<file path="src/rtl/ft64_fcu_pkg.sv">
// Shared types for the FT64 flow-control resolution stage: result kinds,
// resolver FSM states and the layout of one queued result.
package ft64_fcu_pkg;

    localparam int FCU_WID  = 64;
    localparam int FCU_AMSB = 31;
    localparam int FCU_TAGW = 4;

    typedef enum logic [1:0] {
        KIND_BRANCH = 2'd0,
        KIND_JUMP   = 2'd1,
        KIND_RETURN = 2'd2,
        KIND_WAIT   = 2'd3
    } fcu_kind_e;

    typedef enum logic [1:0] {
        ST_IDLE  = 2'd0,
        ST_REDIR = 2'd1,
        ST_WAIT  = 2'd2
    } fcu_state_e;

    typedef struct packed {
        logic [FCU_TAGW-1:0] id;
        fcu_kind_e           kind;
        logic [FCU_WID-1:0]  bus;
        logic                taken;
        logic [FCU_AMSB:0]   tgt;
        logic [FCU_AMSB:0]   nextpc;
        logic                ptaken;
        logic [FCU_AMSB:0]   ptgt;
    } fcu_entry_t;

endpackage

</file>
<file path="src/rtl/ft64_fcu_resolve_if.sv">
// Bundle of the result input, ROB writeback, fetch redirect and wait-counter
// signals of the resolution stage. The slave side is the resolver itself.
interface ft64_fcu_resolve_if #(
    parameter int WID  = 64,
    parameter int AMSB = 31,
    parameter int TAGW = 4
);
    logic            fcu_v_i;
    logic            fcu_rdy_o;
    logic [TAGW-1:0] fcu_id_i;
    logic [1:0]      fcu_kind_i;
    logic [WID-1:0]  fcu_bus_i;
    logic            fcu_taken_i;
    logic [AMSB:0]   fcu_tgt_i;
    logic [AMSB:0]   fcu_nextpc_i;
    logic            fcu_ptaken_i;
    logic [AMSB:0]   fcu_ptgt_i;
    logic [WID-1:0]  waitctr_i;
    logic            flush_i;
    logic            cmt_v_o;
    logic [TAGW-1:0] cmt_id_o;
    logic [WID-1:0]  cmt_bus_o;
    logic            cmt_mispred_o;
    logic            rdr_v_o;
    logic [AMSB:0]   rdr_pc_o;
    logic            rdr_ack_i;
    logic            wait_active_o;

    modport slave (
        input  fcu_v_i, fcu_id_i, fcu_kind_i, fcu_bus_i, fcu_taken_i, fcu_tgt_i,
               fcu_nextpc_i, fcu_ptaken_i, fcu_ptgt_i, waitctr_i, flush_i, rdr_ack_i,
        output fcu_rdy_o, cmt_v_o, cmt_id_o, cmt_bus_o, cmt_mispred_o,
               rdr_v_o, rdr_pc_o, wait_active_o
    );

    modport master (
        output fcu_v_i, fcu_id_i, fcu_kind_i, fcu_bus_i, fcu_taken_i, fcu_tgt_i,
               fcu_nextpc_i, fcu_ptaken_i, fcu_ptgt_i, waitctr_i, flush_i, rdr_ack_i,
        input  fcu_rdy_o, cmt_v_o, cmt_id_o, cmt_bus_o, cmt_mispred_o,
               rdr_v_o, rdr_pc_o, wait_active_o
    );
endinterface

</file>
<file path="src/rtl/ft64_fcu_fifo.sv">
// Small synchronous result queue. Clear wins over push/pop; pointers wrap
// naturally because DEPTH is a power of two (DEPTH >= 2).
module ft64_fcu_fifo
    import ft64_fcu_pkg::*;
#(
    parameter int DEPTH = 4,
    localparam int AW   = $clog2(DEPTH),
    localparam int CW   = AW + 1
) (
    input  logic          clk_i,
    input  logic          rst_ni,
    input  logic          push_i,
    input  fcu_entry_t    din_i,
    input  logic          pop_i,
    input  logic          clr_i,
    output fcu_entry_t    dout_o,
    output logic [CW-1:0] count_o,
    output logic          full_o,
    output logic          empty_o
);
    fcu_entry_t    mem [DEPTH];
    logic [AW-1:0] wptr;
    logic [AW-1:0] rptr;
    logic          do_push;
    logic          do_pop;

    assign full_o  = (count_o == CW'(DEPTH));
    assign empty_o = (count_o == '0);
    assign do_push = push_i && !full_o;
    assign do_pop  = pop_i && !empty_o;
    assign dout_o  = mem[rptr];

    // Storage write; entries carry no reset since count gates their validity.
    always_ff @(posedge clk_i) begin
        if (do_push) mem[wptr] <= din_i;
    end

    // Pointer and occupancy bookkeeping.
    always_ff @(posedge clk_i or negedge rst_ni) begin
        if (!rst_ni) begin
            wptr    <= '0;
            rptr    <= '0;
            count_o <= '0;
        end else if (clr_i) begin
            wptr    <= '0;
            rptr    <= '0;
            count_o <= '0;
        end else begin
            if (do_push) wptr <= wptr + AW'(1);
            if (do_pop)  rptr <= rptr + AW'(1);
            count_o <= count_o + CW'(do_push) - CW'(do_pop);
        end
    end
endmodule

</file>
<file path="src/rtl/ft64_fcu_resolve.sv">
// Flow-control resolution: queues resolved results, writes them back to the
// ROB one per cycle, raises a held fetch redirect on a mispredict and stalls
// WAIT instructions until the wait counter reaches one.
module ft64_fcu_resolve
    import ft64_fcu_pkg::*;
#(
    parameter int WID   = FCU_WID,
    parameter int AMSB  = FCU_AMSB,
    parameter int DEPTH = 4,
    parameter int TAGW  = FCU_TAGW
) (
    input logic              clk_i,
    input logic              rst_ni,
    ft64_fcu_resolve_if.slave io
);
    localparam int CW = $clog2(DEPTH) + 1;

    fcu_entry_t      in_ent;
    fcu_entry_t      head;
    logic            push, pop, clr, full, empty;
    logic [CW-1:0]   count;
    fcu_state_e      state, state_nxt;
    logic            cmt_ld, cmt_mis_nxt, rdr_ld;
    logic [WID-1:0]  cmt_bus_nxt;
    logic            cmt_v, cmt_mis;
    logic [TAGW-1:0] cmt_id;
    logic [WID-1:0]  cmt_bus;
    logic [AMSB:0]   rdr_pc;

    // JUMP/RETURN are unconditional, so only their target can be wrong.
    function automatic logic mispredict(input fcu_entry_t e);
        case (e.kind)
            KIND_BRANCH:             return (e.taken != e.ptaken) || (e.taken && (e.tgt != e.ptgt));
            KIND_JUMP, KIND_RETURN:  return e.tgt != e.ptgt;
            default:                 return 1'b0;
        endcase
    endfunction

    function automatic logic [FCU_AMSB:0] redirect_pc(input fcu_entry_t e);
        return ((e.kind != KIND_BRANCH) || e.taken) ? e.tgt : e.nextpc;
    endfunction

    // Pack the incoming result into a queue entry.
    always_comb begin
        in_ent        = '0;
        in_ent.id     = io.fcu_id_i;
        in_ent.kind   = fcu_kind_e'(io.fcu_kind_i);
        in_ent.bus    = io.fcu_bus_i;
        in_ent.taken  = io.fcu_taken_i;
        in_ent.tgt    = io.fcu_tgt_i;
        in_ent.nextpc = io.fcu_nextpc_i;
        in_ent.ptaken = io.fcu_ptaken_i;
        in_ent.ptgt   = io.fcu_ptgt_i;
    end

    assign io.fcu_rdy_o = !full && (state != ST_REDIR);
    assign push         = io.fcu_v_i && io.fcu_rdy_o && !io.flush_i;

    ft64_fcu_fifo #(.DEPTH(DEPTH)) u_fifo (
        .clk_i   (clk_i),
        .rst_ni  (rst_ni),
        .push_i  (push),
        .din_i   (in_ent),
        .pop_i   (pop),
        .clr_i   (clr),
        .dout_o  (head),
        .count_o (count),
        .full_o  (full),
        .empty_o (empty)
    );

    assert property (@(posedge clk_i) disable iff (!rst_ni) count <= CW'(DEPTH));

    // Resolver state register.
    always_ff @(posedge clk_i or negedge rst_ni) begin
        if (!rst_ni) state <= ST_IDLE;
        else         state <= state_nxt;
    end

    // Next state plus pop/clear/writeback decisions; flush overrides everything.
    always_comb begin
        state_nxt   = state;
        pop         = 1'b0;
        clr         = 1'b0;
        cmt_ld      = 1'b0;
        cmt_mis_nxt = 1'b0;
        rdr_ld      = 1'b0;
        cmt_bus_nxt = head.bus;
        if (io.flush_i) begin
            clr       = 1'b1;
            state_nxt = ST_IDLE;
        end else begin
            case (state)
                ST_IDLE: begin
                    if (!empty) begin
                        if ((head.kind == KIND_WAIT) && (io.waitctr_i != WID'(1))) begin
                            state_nxt = ST_WAIT;
                        end else begin
                            pop    = 1'b1;
                            cmt_ld = 1'b1;
                            if (mispredict(head)) begin
                                cmt_mis_nxt = 1'b1;
                                rdr_ld      = 1'b1;
                                clr         = 1'b1;
                                state_nxt   = ST_REDIR;
                            end
                        end
                    end
                end
                ST_WAIT: begin
                    if (io.waitctr_i == WID'(1)) begin
                        pop         = 1'b1;
                        cmt_ld      = 1'b1;
                        cmt_bus_nxt = WID'(1);
                        state_nxt   = ST_IDLE;
                    end
                end
                ST_REDIR: begin
                    if (io.rdr_ack_i) state_nxt = ST_IDLE;
                end
                default: state_nxt = ST_IDLE;
            endcase
        end
    end

    // Registered writeback and redirect outputs; cmt_v/cmt_mispred are pulses.
    always_ff @(posedge clk_i or negedge rst_ni) begin
        if (!rst_ni) begin
            cmt_v   <= 1'b0;
            cmt_mis <= 1'b0;
            cmt_id  <= '0;
            cmt_bus <= '0;
            rdr_pc  <= '0;
        end else begin
            cmt_v   <= cmt_ld;
            cmt_mis <= cmt_mis_nxt;
            if (cmt_ld) begin
                cmt_id  <= head.id;
                cmt_bus <= cmt_bus_nxt;
            end
            if (rdr_ld) rdr_pc <= redirect_pc(head);
        end
    end

    assign io.cmt_v_o       = cmt_v;
    assign io.cmt_mispred_o = cmt_mis;
    assign io.cmt_id_o      = cmt_id;
    assign io.cmt_bus_o     = cmt_bus;
    assign io.rdr_v_o       = (state == ST_REDIR);
    assign io.rdr_pc_o      = rdr_pc;
    assign io.wait_active_o = (state == ST_WAIT);
endmodule

</file>
<file path="src/flat_wrapper.sv">
// flat-port wrapper written by rule: the top's interface ports become plain ports
module ft64_fcu_resolve_flat import ft64_fcu_pkg::*;
#(
    parameter int WID   = FCU_WID,
    parameter int AMSB  = FCU_AMSB,
    parameter int DEPTH = 4,
    parameter int TAGW  = FCU_TAGW
)
  (clk_i, rst_ni, io_fcu_v_i, io_fcu_id_i, io_fcu_kind_i, io_fcu_bus_i, io_fcu_taken_i, io_fcu_tgt_i, io_fcu_nextpc_i, io_fcu_ptaken_i, io_fcu_ptgt_i, io_waitctr_i, io_flush_i, io_rdr_ack_i, io_fcu_rdy_o, io_cmt_v_o, io_cmt_id_o, io_cmt_bus_o, io_cmt_mispred_o, io_rdr_v_o, io_rdr_pc_o, io_wait_active_o);
  ft64_fcu_resolve_if #(.WID(WID), .AMSB(AMSB), .TAGW(TAGW)) io_i ();
  input logic clk_i;
  input logic rst_ni;
  input wire logic [$bits(io_i.fcu_v_i)-1:0] io_fcu_v_i;
  input wire logic [$bits(io_i.fcu_id_i)-1:0] io_fcu_id_i;
  input wire logic [$bits(io_i.fcu_kind_i)-1:0] io_fcu_kind_i;
  input wire logic [$bits(io_i.fcu_bus_i)-1:0] io_fcu_bus_i;
  input wire logic [$bits(io_i.fcu_taken_i)-1:0] io_fcu_taken_i;
  input wire logic [$bits(io_i.fcu_tgt_i)-1:0] io_fcu_tgt_i;
  input wire logic [$bits(io_i.fcu_nextpc_i)-1:0] io_fcu_nextpc_i;
  input wire logic [$bits(io_i.fcu_ptaken_i)-1:0] io_fcu_ptaken_i;
  input wire logic [$bits(io_i.fcu_ptgt_i)-1:0] io_fcu_ptgt_i;
  input wire logic [$bits(io_i.waitctr_i)-1:0] io_waitctr_i;
  input wire logic [$bits(io_i.flush_i)-1:0] io_flush_i;
  input wire logic [$bits(io_i.rdr_ack_i)-1:0] io_rdr_ack_i;
  output wire logic [$bits(io_i.fcu_rdy_o)-1:0] io_fcu_rdy_o;
  output wire logic [$bits(io_i.cmt_v_o)-1:0] io_cmt_v_o;
  output wire logic [$bits(io_i.cmt_id_o)-1:0] io_cmt_id_o;
  output wire logic [$bits(io_i.cmt_bus_o)-1:0] io_cmt_bus_o;
  output wire logic [$bits(io_i.cmt_mispred_o)-1:0] io_cmt_mispred_o;
  output wire logic [$bits(io_i.rdr_v_o)-1:0] io_rdr_v_o;
  output wire logic [$bits(io_i.rdr_pc_o)-1:0] io_rdr_pc_o;
  output wire logic [$bits(io_i.wait_active_o)-1:0] io_wait_active_o;
  assign io_i.fcu_v_i = io_fcu_v_i;
  assign io_i.fcu_id_i = io_fcu_id_i;
  assign io_i.fcu_kind_i = io_fcu_kind_i;
  assign io_i.fcu_bus_i = io_fcu_bus_i;
  assign io_i.fcu_taken_i = io_fcu_taken_i;
  assign io_i.fcu_tgt_i = io_fcu_tgt_i;
  assign io_i.fcu_nextpc_i = io_fcu_nextpc_i;
  assign io_i.fcu_ptaken_i = io_fcu_ptaken_i;
  assign io_i.fcu_ptgt_i = io_fcu_ptgt_i;
  assign io_i.waitctr_i = io_waitctr_i;
  assign io_i.flush_i = io_flush_i;
  assign io_i.rdr_ack_i = io_rdr_ack_i;
  assign io_fcu_rdy_o = io_i.fcu_rdy_o;
  assign io_cmt_v_o = io_i.cmt_v_o;
  assign io_cmt_id_o = io_i.cmt_id_o;
  assign io_cmt_bus_o = io_i.cmt_bus_o;
  assign io_cmt_mispred_o = io_i.cmt_mispred_o;
  assign io_rdr_v_o = io_i.rdr_v_o;
  assign io_rdr_pc_o = io_i.rdr_pc_o;
  assign io_wait_active_o = io_i.wait_active_o;
  ft64_fcu_resolve #(.WID(WID), .AMSB(AMSB), .DEPTH(DEPTH), .TAGW(TAGW)) u_core (.clk_i(clk_i), .rst_ni(rst_ni), .io(io_i));
endmodule
</file>
<file path="config.mk">
export PLATFORM = sky130hd
export DESIGN_NAME = ft64_fcu_resolve_flat
export DESIGN_NICKNAME = d
export VERILOG_FILES = /design/src/rtl/ft64_fcu_pkg.sv /design/src/rtl/ft64_fcu_resolve_if.sv /design/src/rtl/ft64_fcu_fifo.sv /design/src/rtl/ft64_fcu_resolve.sv /design/src/flat_wrapper.sv
export SDC_FILE = /design/constraint.sdc
export NUM_CORES = 1
export LEC_CHECK = 0
export ABC_AREA = 1
export ABC_CLOCK_PERIOD_IN_PS = 8180
export BUFFER_PORTS_ARGS = -buffer_cell sky130_fd_sc_hd__clkbuf_2
export CAP_MARGIN = 20
export CORE_ASPECT_RATIO = 1.5
export CORE_MARGIN = 2
export CORE_UTILIZATION = 39
export CTS_BUF_LIST = sky130_fd_sc_hd__clkbuf_16
export DETAILED_ROUTE_END_ITERATION = 12
export PLACE_DENSITY = 0.62
export SLEW_MARGIN = 20
export SYNTH_ARGS = -nofsm -noshare
export SYNTH_HDL_FRONTEND = slang
export SYNTH_SLANG_ARGS = --single-unit
</file>
<file path="constraint.sdc">
create_clock -name clk_i -period 8.18 [get_ports clk_i]
set_clock_uncertainty 0.2 [all_clocks]
set_input_delay 1.227 -clock clk_i [delete_from_list [all_inputs] [get_ports clk_i]]
set_output_delay 1.227 -clock clk_i [all_outputs]
set_load 0.05 [all_outputs]
</file>
==> flow_summary.ini <==
[detailed_routing]
drt-pass1-iter-count = 5
num_vias = 20500
wl_per_cell_um = 19.8
viasPerCell = 5.11
drc = 0
wl_um = 79500
drt_iter0_drc = 1567
drtAntennaViolNets = 0

[sta]
setup_viol = 0
fmax_mhz = 199
tightest_slew_ns = 1.05
finalHoldViolCount = 0
slew_violations = 0
fin_crit_ns = 5.02
slew_headroom = 0.297
rsz0062_at_grt = no
finalCritPeriodShare = 0.614

[synthesis]
synthArstFlopShare = 0.142
yosys.area.top_type_share = 0.651
yosysTopAreaCell = edfxtp_1
synth_nets = 2873
synth_area_leaders = edfxtp_1, dfrtp_1, nand2_1, o21ai_0, nor2_1
ys_seq_area_frac = 0.740
yosysMostFrequentCell = nand2_1
synthTopCellsByCount = nand2_1, edfxtp_1, o21ai_0
postSynthCellCount = 2626
avgSynthCellArea_um2 = 11.8
synth_edf_count = 672
ys_types = 27
synth-seq-cells = 783
synth_area_um2 = 31000
synth-main-ff-cell = edfxtp_1
yosysWarnings = 0

[clocking]
post_cts.repair.setup_buffers = 0
clkTransAtPathRegs_ns = 0.07
cts_root_buffer = clkbuf_16
numClockSinks = 783
numCtsBuffers = 75
clk_path_buf_depth = 3
hold_buffers = 0
cts_resized = 0
clk_latency_ns = 0.63
cts_htree_levels = 3
cts_tree = built

[setup_path]
cp.depth = 17
required_ns = 8.51
end_kind = flop
reg2reg_to = u_core.io.rdr_pc_o[21]$_DFFE_PN0P_
path_cells = inv_8 -> buf_4 -> nand2_1 -> nand3_1 -> nand2_1 -> inv_1 -> nand2_1 -> nand2_1 -> nand2_1 -> nor2_1 -> nand2_1 -> nor2_1 -> nand3_1 -> nand4_1 -> buf_4 -> nand2_1 -> o21ai_1
arrival_ns = 5.35
critPathMostFrequentCell = nand2_1
rrSetupSlack_ns = 3.16
max_stage_delay_ns = 0.85
path_delay_family = buffers and inverters
cp_slowest_cell = buf_4
path_buf_inv = 4
cp_max_fo = 142
cp-endpoint = u_core.io.rdr_pc_o[21]$_DFFE_PN0P_
timing_worst_setup_path_type = flop to flop
crit-reg2reg-launch = u_core.u_fifo.rptr[0]$_DFFE_PN0P_
reg2reg_depth = 17
worstSetupStartpoint = u_core.u_fifo.rptr[0]$_DFFE_PN0P_
start_kind = flop

[grt]
grtUsageTotal = 0.192
grt_pass1_wl_um = 118000
grt_max_degree = 143
antenna_found_initial = 25
grt_overflow_total = 0
grt_pass1_vias = 19600

[run]
cap_violations = 0

[place]
dp_hpwl_um = 48200
port_buffers = 341
place_congestion = 0.770

[floorplan]
rows = 126
fp.dieArea_um2 = 81800
start_util = 0.394
core_area_um2 = 78700
fp.dieW_um = 234
io_pins = 342
die_y_um = 349

[power_and_ir_drop]
finalPower_mw = 11.2
vdd_drop_max_mv = 0.258
leakage_nw = 14.3
p_per_area_nw_per_um2 = 312

[layout]
fin_nets = 3169
drive_above_1_share = 0.163
area_growth_pct = 16.3
fillers = 7168
utilization = 0.458

[hold_path]
hp-class = flop to flop

[outcome]
status = completed
## sequential cells by signal, summed over array words and instances, names as in the netlist
name,cells
u_core.io.cmt_bus_o,64
u_core.io.cmt_mispred_o,1
u_core.u_fifo.count_o,3
u_core.u_fifo.mem,672
u_core.io.cmt_v_o,1
u_core.io.rdr_pc_o,32
u_core.state,2
u_core.u_fifo.wptr,2
u_core.u_fifo.rptr,2
u_core.io.cmt_id_o,4
## cell type report
class / count / area [um2] / area share
multi-input cells: 1618 / 7140 / 0.198
well taps: 1024 / 1280 / 0.0355
flip-flops and latches: 783 / 23000 / 0.637
diodes: 5 / 12.5 / 0.000347
clock inverters: 61 / 438 / 0.0121
repair buffers: 367 / 1960 / 0.0543
inverters: 77 / 302 / 0.00836
clock buffers: 78 / 1950 / 0.0541
## worst min path at each step
stage | from | cells past startpoint | slack (ns) | to
after floorplan | u_core.u_fifo.wptr[1]$_DFFE_PN0P_ | 2 | 0.34 | u_core.u_fifo.wptr[1]$_DFFE_PN0P_
after global placement | u_core.io.cmt_id_o[0]$_DFFE_PN0N_ | 2 | 0.27 | u_core.io.cmt_id_o[0]$_DFFE_PN0N_
after detailed placement | u_core.io.cmt_id_o[0]$_DFFE_PN0N_ | 2 | 0.27 | u_core.io.cmt_id_o[0]$_DFFE_PN0N_
after CTS | u_core.io.cmt_id_o[0]$_DFFE_PN0N_ | 2 | 0.29 | u_core.io.cmt_id_o[0]$_DFFE_PN0N_
after global routing | u_core.io.cmt_id_o[0]$_DFFE_PN0N_ | 2 | 0.29 | u_core.io.cmt_id_o[0]$_DFFE_PN0N_
final | u_core.io.cmt_id_o[3]$_DFFE_PN0N_ | 2 | 0.28 | u_core.io.cmt_id_o[3]$_DFFE_PN0N_
## metrics by stage
step,TNS [ns],hold WS [ns],instances,setup slack (ns),instance area [um2]
4_1_cts,0,0.286,4007,3.18,36000
2_1_floorplan,-1183.38,0.339,2626,-1.76,31000
6_report,0,0.283,4013,3.16,36100
5_1_grt,0,0.292,4011,2.72,36000
3_3_place_gp,0,0.267,3868,3.34,33600
3_5_place_dp,0,0.269,3868,3.22,33600
## cell families (layout without fill, tap and decap cells)
kind of cell               Yosys count  after routing  share of synthesized area
adders and majority gates           10             10                    0.00428
buffers and inverters              225            583                     0.0306
and+or+nand+nor                   1140           1140                      0.144
AOI/OAI and AO/OA                  465            465                     0.0800
xor gates and xnor gates             3              3                   0.000848
other                                0              5                          0
DFF                                783            783                      0.740
## tightest hold or removal path, cell delays in order (launching register included)
cell and delay [ns]:
dfrtp_1 0.34, nand2_1 0.06, nand2_1 0.05
## routing by layer
metal,vias up,GRT usage,part of all wire
met5,-,0,0.0022
met4,28,0.0549,0.018
met3,119,0.0574,0.087
met2,640,0.318,0.49
met1,9964,0.242,0.40
li1,9767,-,-
## placed cells by master (no fill, tap or decap), types with 2 or more instances in the layout
cell        count
a21oi_1         4
nand4_1        12
dfrtp_1       109
buf_12          4
nor2_1        277
clkinv_8        2
inv_1          89
buf_4          22
o21ai_1        38
clkinv_1       19
o22ai_1        99
inv_6           5
clkinvlp_4      3
dfrtp_4         2
ha_1            9
a32oi_1         2
edfxtp_1      672
clkbuf_2      340
clkinv_2       13
nand2_2         2
diode_2         5
o22a_1          2
nand2_1       723
bufinv_16       5
o211ai_1        4
xor2_1          3
nand3_1       118
clkbuf_16      78
nor3_1          2
o21ai_0       315
nor2_4          4
## where the power goes
| group | switching [mW] | total (mW) | internal, mW | leakage (nW) |
|---|---|---|---|---|
| sequential | 0.230 | 5.17 | 4.94 | 7.50 |
| clock | 1.47 | 3.37 | 1.89 | 1.23 |
| combinational | 2.08 | 2.70 | 0.620 | 5.57 |
Note: power is estimated with default switching activity, not from simulation.
